**src/rtl/halt_pkg.sv**
```systemverilog
// Shared definitions for the halt controller: FSM state encodings, trap
// cause codes and the ebreak encoding.
package halt_pkg;

  localparam logic [1:0] ST_RUN    = 2'd0;
  localparam logic [1:0] ST_DRAIN  = 2'd1;
  localparam logic [1:0] ST_SIGNAL = 2'd2;
  localparam logic [1:0] ST_HALTED = 2'd3;

  typedef enum logic [1:0] {
    CAUSE_NONE    = 2'd0,
    CAUSE_BREAK   = 2'd1,
    CAUSE_UNKNOWN = 2'd2,
    CAUSE_TIMEOUT = 2'd3
  } cause_e;

  localparam logic [31:0] EBREAK_INST = 32'h0010_0073;

endpackage

```
**src/rtl/halt_wdog.sv**
```systemverilog
// Idle watchdog: counts cycles without an issued instruction and flags
// expiry when the count reaches WDOG_CYCLES-1. WDOG_CYCLES of 0 disables it.
module halt_wdog
  import halt_pkg::*;
#(
  parameter int unsigned WDOG_CYCLES = 100000
) (
  input  logic clk,
  input  logic reset,
  input  logic clear_i,
  input  logic enable_i,
  output logic expired_o
);

  localparam logic [31:0] WdogLimit = (WDOG_CYCLES == 0) ? 32'd0 : 32'(WDOG_CYCLES - 1);
  localparam logic        WdogOn    = (WDOG_CYCLES != 0);

  logic [31:0] cnt_q, cnt_d;

  // Saturating count so a very long idle period can never wrap back to zero.
  always_comb begin
    cnt_d = cnt_q;
    if (clear_i) begin
      cnt_d = 32'd0;
    end else if (enable_i && (cnt_q != 32'hFFFF_FFFF)) begin
      cnt_d = cnt_q + 32'd1;
    end
  end

  always_ff @(posedge clk or posedge reset) begin
    if (reset) begin
      cnt_q <= 32'd0;
    end else begin
      cnt_q <= cnt_d;
    end
  end

  assign expired_o = WdogOn && enable_i && (cnt_q == WdogLimit);

endmodule

```
**src/rtl/halt_ctrl.sv**
```systemverilog
// Trap detector in front of the simulation-exit block: freezes the core on
// ebreak, illegal instruction or watchdog timeout, drains, then pulses once.
module halt_ctrl
  import halt_pkg::*;
#(
  parameter int unsigned XLEN         = 32,
  parameter int unsigned CNT_W        = 64,
  parameter int unsigned DRAIN_CYCLES = 2,
  parameter int unsigned WDOG_CYCLES  = 100000
) (
  input  logic             clk,
  input  logic             reset,
  input  logic             inst_valid,
  input  logic [XLEN-1:0]  inst,
  input  logic [XLEN-1:0]  pc,
  input  logic [XLEN-1:0]  a0,
  input  logic             dec_illegal,
  output logic             halt,
  output logic             is_break_out,
  output logic             is_unknown_instruction,
  output logic [1:0]       halt_cause,
  output logic [XLEN-1:0]  halt_pc,
  output logic [XLEN-1:0]  halt_code,
  output logic [CNT_W-1:0] cycle_cnt,
  output logic [CNT_W-1:0] instret_cnt
);

  localparam logic [31:0]     DrainLoad = 32'(DRAIN_CYCLES - 1);
  localparam logic [XLEN-1:0] Ebreak    = XLEN'(EBREAK_INST);
  localparam logic [CNT_W-1:0] CntOne   = CNT_W'(1);

  logic [1:0]       state_q, state_d;
  logic [31:0]      drain_q, drain_d;
  logic             halt_q, halt_d;
  logic             brk_q, brk_d;
  logic             unk_q, unk_d;
  cause_e           cause_q, cause_d;
  logic [XLEN-1:0]  pc_q, pc_d;
  logic [XLEN-1:0]  code_q, code_d;
  logic [XLEN-1:0]  last_pc_q, last_pc_d;
  logic [CNT_W-1:0] cycle_q, cycle_d;
  logic [CNT_W-1:0] instret_q, instret_d;

  logic in_run;
  logic wdog_expired;

  assign in_run = (state_q == ST_RUN);

  halt_wdog #(
    .WDOG_CYCLES(WDOG_CYCLES)
  ) u_wdog (
    .clk      (clk),
    .reset    (reset),
    .clear_i  (in_run && inst_valid),
    .enable_i (in_run && !inst_valid),
    .expired_o(wdog_expired)
  );

  // Trap priority in RUN is ebreak, then illegal, then watchdog; a valid
  // instruction always clears the watchdog path for that cycle.
  always_comb begin
    state_d   = state_q;
    drain_d   = drain_q;
    halt_d    = halt_q;
    brk_d     = 1'b0;
    unk_d     = 1'b0;
    cause_d   = cause_q;
    pc_d      = pc_q;
    code_d    = code_q;
    last_pc_d = last_pc_q;
    cycle_d   = cycle_q;
    instret_d = instret_q;

    case (state_q)
      ST_RUN: begin
        cycle_d = cycle_q + CntOne;
        if (inst_valid && (inst == Ebreak)) begin
          cause_d   = CAUSE_BREAK;
          pc_d      = pc;
          code_d    = a0;
          instret_d = instret_q + CntOne;
          halt_d    = 1'b1;
          drain_d   = DrainLoad;
          state_d   = ST_DRAIN;
        end else if (inst_valid && dec_illegal) begin
          cause_d = CAUSE_UNKNOWN;
          pc_d    = pc;
          code_d  = inst;
          halt_d  = 1'b1;
          drain_d = DrainLoad;
          state_d = ST_DRAIN;
        end else if (inst_valid) begin
          instret_d = instret_q + CntOne;
          last_pc_d = pc;
        end else if (wdog_expired) begin
          cause_d = CAUSE_TIMEOUT;
          pc_d    = last_pc_q;
          code_d  = '0;
          halt_d  = 1'b1;
          drain_d = DrainLoad;
          state_d = ST_DRAIN;
        end
      end
      ST_DRAIN: begin
        cycle_d = cycle_q + CntOne;
        if (drain_q == 32'd0) begin
          brk_d   = (cause_q == CAUSE_BREAK);
          unk_d   = (cause_q != CAUSE_BREAK);
          state_d = ST_SIGNAL;
        end else begin
          drain_d = drain_q - 32'd1;
        end
      end
      ST_SIGNAL: begin
        state_d = ST_HALTED;
      end
      default: begin
        state_d = ST_HALTED;
      end
    endcase
  end

  always_ff @(posedge clk or posedge reset) begin
    if (reset) begin
      state_q   <= ST_RUN;
      drain_q   <= 32'd0;
      halt_q    <= 1'b0;
      brk_q     <= 1'b0;
      unk_q     <= 1'b0;
      cause_q   <= CAUSE_NONE;
      pc_q      <= '0;
      code_q    <= '0;
      last_pc_q <= '0;
      cycle_q   <= '0;
      instret_q <= '0;
    end else begin
      state_q   <= state_d;
      drain_q   <= drain_d;
      halt_q    <= halt_d;
      brk_q     <= brk_d;
      unk_q     <= unk_d;
      cause_q   <= cause_d;
      pc_q      <= pc_d;
      code_q    <= code_d;
      last_pc_q <= last_pc_d;
      cycle_q   <= cycle_d;
      instret_q <= instret_d;
    end
  end

  assign halt                   = halt_q;
  assign is_break_out           = brk_q;
  assign is_unknown_instruction = unk_q;
  assign halt_cause             = cause_q;
  assign halt_pc                = pc_q;
  assign halt_code              = code_q;
  assign cycle_cnt              = cycle_q;
  assign instret_cnt            = instret_q;

endmodule

```
**config.mk**
```make
export PLATFORM = sky130hd
export DESIGN_NAME = halt_ctrl
export DESIGN_NICKNAME = d
export VERILOG_FILES = /design/src/rtl/halt_pkg.sv /design/src/rtl/halt_wdog.sv /design/src/rtl/halt_ctrl.sv
export SDC_FILE = /design/constraint.sdc
export NUM_CORES = 1
export LEC_CHECK = 0
export ABC_CLOCK_PERIOD_IN_PS = 11000
export CORE_ASPECT_RATIO = 1.75
export CORE_MARGIN = 4
export CORE_UTILIZATION = 25
export CTS_CLUSTER_DIAMETER = 120
export DETAILED_ROUTE_END_ITERATION = 6
export SLEW_MARGIN = 20
export SYNTH_ARGS = -nofsm -noshare
export SYNTH_HDL_FRONTEND = slang
export SYNTH_HIERARCHICAL = 1
export SYNTH_SLANG_ARGS = --single-unit
```
**constraint.sdc**
```tcl
create_clock -name clk -period 11 [get_ports clk]
set_clock_uncertainty 0.05 [all_clocks]
set_input_delay 2.75 -clock clk [delete_from_list [all_inputs] [get_ports clk]]
set_output_delay 2.75 -clock clk [all_outputs]
set_load 0.02 [all_outputs]
```
# ---- Word-level counts from Yosys, hierarchy flattened
# Index checks and enable logic that the tools add are counted.
dict set report classes {
  eq_ne 12
  div 0
  magnitude_cmp 0
  muxes 37
  bitwise 2
  n_reduce_logical 19
  shifts 0
  n_mul 0
  add_sub_neg 4
}
# op count
set ops {}
lappend ops {{2-to-1 mux 32 bit} 15}
lappend ops {{2-to-1 mux 64 bit} 3}
lappend ops {{adder 64 x 1 -> 64 bit, second input constant} 2}
lappend ops {{one-hot mux 32 bit (2 select lines)} 1}
lappend ops {{adder 32 x 1 -> 32 bit, second input constant} 1}
lappend ops {{== test 32 x 17 -> 1 bit, second input constant} 1}
lappend ops {{== test 32 x 21 -> 1 bit, second input constant} 1}
lappend ops {{zero test 32 bit} 1}
lappend ops {{!= test 32 bit, second input constant} 1}
lappend ops {{subtractor 32 x 1 -> 32 bit, second input constant} 1}
lappend ops {{2-to-1 mux 2 bit} 9}
lappend ops {{AND reduction 3 bit} 3}
lappend ops {{2-to-1 mux 1 bit} 8}
lappend ops {{AND reduction 4 bit} 2}
lappend ops {{logical AND 1 bit} 6}
lappend ops {{!= test 2 bit, second input constant} 3}
lappend ops {{nonzero test 2 bit} 3}
lappend ops {{== test 2 x 1 -> 1 bit, second input constant} 2}
lappend ops {{!= test 4 x 1 -> 1 bit, second input constant} 1}
lappend ops {{!= test 4 x 2 -> 1 bit, second input constant} 1}
lappend ops {{one-hot mux 2 bit (2 select lines)} 1}
lappend ops {{!= test 3 x 1 -> 1 bit, second input constant} 1}
lappend ops {{nonzero test 3 bit} 1}
lappend ops {{zero test 2 bit} 1}
lappend ops {{4 further kinds} 5}
dict set report word_totals {
  n_memories 0
  out_inout_bits 197
  ramBits 0
  word_cells 86
  romBits 0
  input_bits 100
  register_bits 295
  latchBits 0
}

# ---- Longest topological paths before layout
dict set report depth {
  depth_word 8
  mapped_depth 14
  depth_no_buf 11
}

# ---- Cells and area by module
# The synthesis kept the hierarchy.
# mod area_per_inst_um2 cells_each seq_area_each_um2 n_inst
set modules_own_cells {}
lappend modules_own_cells {halt_ctrl 11942.7 1107 6581.3 1}
lappend modules_own_cells {halt_wdog 1824.2 203 800.8 1}

# ---- Worst setup path before layout
# Ideal clock, no wire load.
dict set report synth_path {
  kind {input -> register}
  from {input inst_valid}
  to {register drain_q[13]}
  path_buffers 2
  setup_slack_ns 6.516
  t_arrival_ns 4.305
  cell_stages 12
  setup_ns 0.129
  required_ns 10.821
  cell_sequence {nor2_1 -> inv_1 -> nor2_1 -> nand3_1 -> nor4_1 -> nand2b_1 -> inv_1 -> o31ai_2 -> clkbuf_1 -> buf_2 -> o211ai_1 -> o31ai_1}
}
dict set report synth_via {
  elab_chain_cells 5
  word_cells_on_any_way 11
  classes_between {2 x eq/ne; 3 x mux; 6 x reduce/logical}
}
# item line_no
set synth_lines {}
lappend synth_lines {{start: declaration} halt_ctrl.sv:13} ;# input logic inst_valid,
lappend synth_lines {{zero test 1 bit} halt_ctrl.sv:55} ;# .enable_i (in_run && !inst_valid),
lappend synth_lines {{logical AND 1 bit} halt_ctrl.sv:55}
lappend synth_lines {{logical AND 1 bit} halt_wdog.sv:38} ;# assign expired_o = WdogOn && enable_i && (cnt_q == WdogLimit);
lappend synth_lines {{via wdog_expired} halt_ctrl.sv:45} ;# logic wdog_expired;
lappend synth_lines {{!= test 4 x 1 -> 1 bit (no line)} --}
lappend synth_lines {{AND reduction 4 bit (no line)} --}
lappend synth_lines {{end signal: assignment} halt_ctrl.sv:138} ;# drain_q <= drain_d;
lappend synth_lines {{end: declaration} halt_ctrl.sv:33} ;# logic [31:0] drain_q, drain_d;
# The timed path passes the listed nets, and every way through them passes these cells.
# A chain may end at the register's enable or synchronous reset.

# ---- Worst setup path after layout
dict set report layout_path {
  from {input inst_valid}
  to {register instret_q[57], in the netlist instret_cnt[57]}
}
dict set report layout_via {
  elab_chain_cells 3
  word_cells_on_any_way 6
  classes_between {1 x eq/ne; 1 x mux; 4 x reduce/logical}
}
# item line_no
set layout_lines {}
lappend layout_lines {{logical AND 1 bit, on equally long branches} {halt_ctrl.sv:77, halt_ctrl.sv:85}}
lappend layout_lines {{!= test 2 bit (no line) / nonzero test 2 bit (equally long branches)} --}
lappend layout_lines {{AND reduction 3 bit (no line)} --}
lappend layout_lines {{end signal: assignment} halt_ctrl.sv:147} ;# instret_q <= instret_d;
lappend layout_lines {{end: declaration} halt_ctrl.sv:42} ;# logic [CNT_W-1:0] instret_q, instret_d;
# Parallel ways exist; a longest one is shown, timed or not.

==> impl_metrics.env <==
export IMPL_status="finished, final reports clean"
export IMPL_gp_congestion=0.873
export IMPL_io_pins=297
export IMPL_die_area_um2=59000
export IMPL_start_util_pct=25.3
export IMPL_cts_buffer_depth=3
export IMPL_cts_root_buf="clkbuf_16"
export IMPL_met3_usage_pct=3.84
export IMPL_antenna_found_initial=0
export IMPL_grt_max_degree=139
export IMPL_drv_slew=0
export IMPL_core_area_um2=54400
export IMPL_synth_top_cell_area_share_pct=53.6
export IMPL_avgSynthCellArea_um2=10.5
export IMPL_yosys_warnings=6
export IMPL_worstSetupPathType="input pin to register"
export IMPL_wl_mm=42.2
export IMPL_sw_frac_of_total_pct=22.3
export IMPL_p_seq_share_pct=46.8
export IMPL_maxCapViolations=0
export IMPL_drive_above_1_share_pct=8.24
export IMPL_setup_violations=0
export IMPL_port_buffers=296
export IMPL_leakagePower_nw=7.83
export IMPL_place_ws_ns=4.94
export IMPL_worstPathRequired_ns=11.43
export IMPL_hpwl_mm=31.1
export IMPL_multiInputGateArea_um2=6080
export IMPL_fin_ws_ns=5.67
export IMPL_grtUsageMet1_pct=15.6
export IMPL_syn_num_nets=1414
export IMPL_p_clk_share_pct=48.9
export IMPL_place_area_um2=17500
export IMPL_cp_end_kind="register"
export IMPL_cts_repair_resize_count=0
export IMPL_netlist_top_cells_area="dfrtp_1, xnor2_1, nand2_1"
export IMPL_holdBufCountCts=0
export IMPL_power_density_nw_per_um2=126
export IMPL_vias=11200
export IMPL_seq_area_frac_synth_pct=53.6
export IMPL_fmaxAchievable_mhz=187
export IMPL_met2_usage_pct=25.3
export IMPL_synth_seq_cells=295
export IMPL_grt_pass1_wl_mm=66.3
export IMPL_yosys_most_used_dff="dfrtp_1"
export IMPL_synth_cell_types=61
export IMPL_htree_levels=1
export IMPL_fin_util_pct=34.2
export IMPL_synth_area_um2=13800
export IMPL_finalSetupTns_ns=0
export IMPL_rsz0062_at_grt="false"
export IMPL_fill_cells=5420
export IMPL_synthCells=1310
export IMPL_dr_pass1_iters=6
export IMPL_vias_per_cell=4.83
export IMPL_rows=113
export IMPL_insertion_delay_ns=0.59
export IMPL_regArea_um2=7380
export IMPL_grt_pass1_vias=11700
export IMPL_cts_sinks=295
export IMPL_finalHoldViolations=0
export IMPL_hp_class="register to register"
export IMPL_layout_min_cycle_time_ns=5.33
export IMPL_max_slew_margin_pct=30.9
export IMPL_min_period_over_period_pct=48.5
export IMPL_layout_commonest_cell="clkdlybuf4s50_1"
export IMPL_synth_edff_count=0
export IMPL_fp_dieH_um=318
export IMPL_critPathLaunchType="input pin"
export IMPL_post_drt_wl_per_cell_um=18.2
export IMPL_drc=0
export IMPL_syn_to_final_growth_pct=35.0
export IMPL_worstMarginPinSlew_ns=1.03
export IMPL_path_max_fanout=20
export IMPL_combPwrFrac_pct=4.3
export IMPL_tritoncts="done"
export IMPL_finalPower_w=0.00233
export IMPL_layout_nets=1707
export IMPL_drt_iter0_drc=605
export IMPL_grt_overflow_total=0
export IMPL_dieWidth_um=185
export IMPL_cts_buffers=31
export IMPL_synth_largest_area_cell="dfrtp_1"
export IMPL_async_reset_ff_share_pct=100
export IMPL_postCtsSetupRepairBufs=0
export IMPL_final_cell_mix="clkdlybuf4s50_1, dfrtp_1, nand2_1"
export IMPL_cp_arrival_ns=5.76
export IMPL_ant_nets=0
export IMPL_vdd_drop_max_uv=103
export IMPL_top_usage_layer="met2"
export IMPL_grtUsageTotal_pct=13.9
export IMPL_cts_reportedPaths_clkPinSlew_ns=0.06
export IMPL_diodes=0
export IMPL_internal_power_w=0.00181
export IMPL_design_area_um2=18600
export IMPL_power_switching_w=0.000521
==> per-stage QoR <==
stage	hold slack [ns]	std cells
6_report	0.415	2317
5_1_grt	0.439	2317
4_1_cts	0.420	2316
3_5_place_dp	0.411	2259
3_3_place_gp	0.403	2259
2_1_floorplan	0.408	1310
==> cells in the mapped netlist, types with 25 or more instances <==
library cell and instances:
xor2_1 40, nand2_1 176, nor2_1 62, nor4_1 25, o21ai_0 51, mux2_2 33, nor3_1 27, dfrtp_1 295
nand4_1 54, inv_1 25, nand3_1 81, or3_1 25, xnor2_1 89, clkbuf_1 27, mux2i_1 36, a22oi_1 32
a21oi_1 35
==> layout make-up <==
type	instances	area share, %
flip-flops and latches	295	39.7
clock inverters	17	1.22
repair buffers	309	16.5
inverters	25	0.572
multi-input cells	941	32.7
clock buffers	40	4.68
well taps	690	4.64
==> path summary, 6_finish.rpt <==
kind	from	slack, ns	endpoint	cells past startpoint
worst max-delay path	inst_valid	5.67	instret_cnt[57]	7
worst min-delay path	halt_cause[1]	0.41	is_break_out	1
worst max register to register	state_q[1]	7.79	instret_cnt[57]	7
worst min register to register	halt_cause[1]	0.41	is_break_out	1
max in group asynchronous	reset	6.78	drain_q[28]	3
min in group asynchronous	reset	2.65	halt_pc[3]	2
==> kinds of logic (layout without fill, tap and decap cells) <==
family / count (synthesis) / after routing / synth area share (%)
AO/OA/AOI/OAI: 176 / 176 / 8.27
XOR/XNOR: 129 / 129 / 8.21
adder cells (fa/ha/maj): 4 / 4 / 0.364
buffers and inverters: 74 / 391 / 2.40
flip-flops: 295 / 295 / 53.6
multiplexers: 70 / 70 / 5.40
AND/OR/NAND/NOR: 562 / 562 / 21.7
==> state kept, by name, summed over array words and instances, names as in the netlist, 2 cells and up <==
| signal | cells |
|---|---|
| u_wdog/cnt_q | 32 |
| cycle_cnt | 64 |
| last_pc_q | 32 |
| halt_code | 32 |
| instret_cnt | 64 |
| state_q | 2 |
| halt_pc | 32 |
| halt_cause | 2 |
| drain_q | 32 |
==> critical path, cell delays in order <==
cell	delay, ns
clkdlybuf4s50_1	0.61
nor4b_1	0.29
nand4_1	0.24
o31ai_2	0.58
nand2_1	0.59
or3_1	0.55
xnor2_1	0.13
==> power by group through the flow <==
stage | combinational, W | sequential (W) | clock [W]
CTS | 0.000104 | 0.00109 | 0.00118
floorplan | 0.0000310 | 0.00112 | 0
detailed placement | 0.000104 | 0.00111 | 0
global route | 0.000110 | 0.00109 | 0.00122
finish | 0.000101 | 0.00109 | 0.00114
global placement | 0.000102 | 0.00111 | 0
==> routing by layer <==
layer,part of all wire [%],vias to the layer above
met5,0,-
met4,3.0,0
met3,7.2,56
met2,52,314
met1,38,5537
li1,-,5285
(Power assumes the default switching activity.)
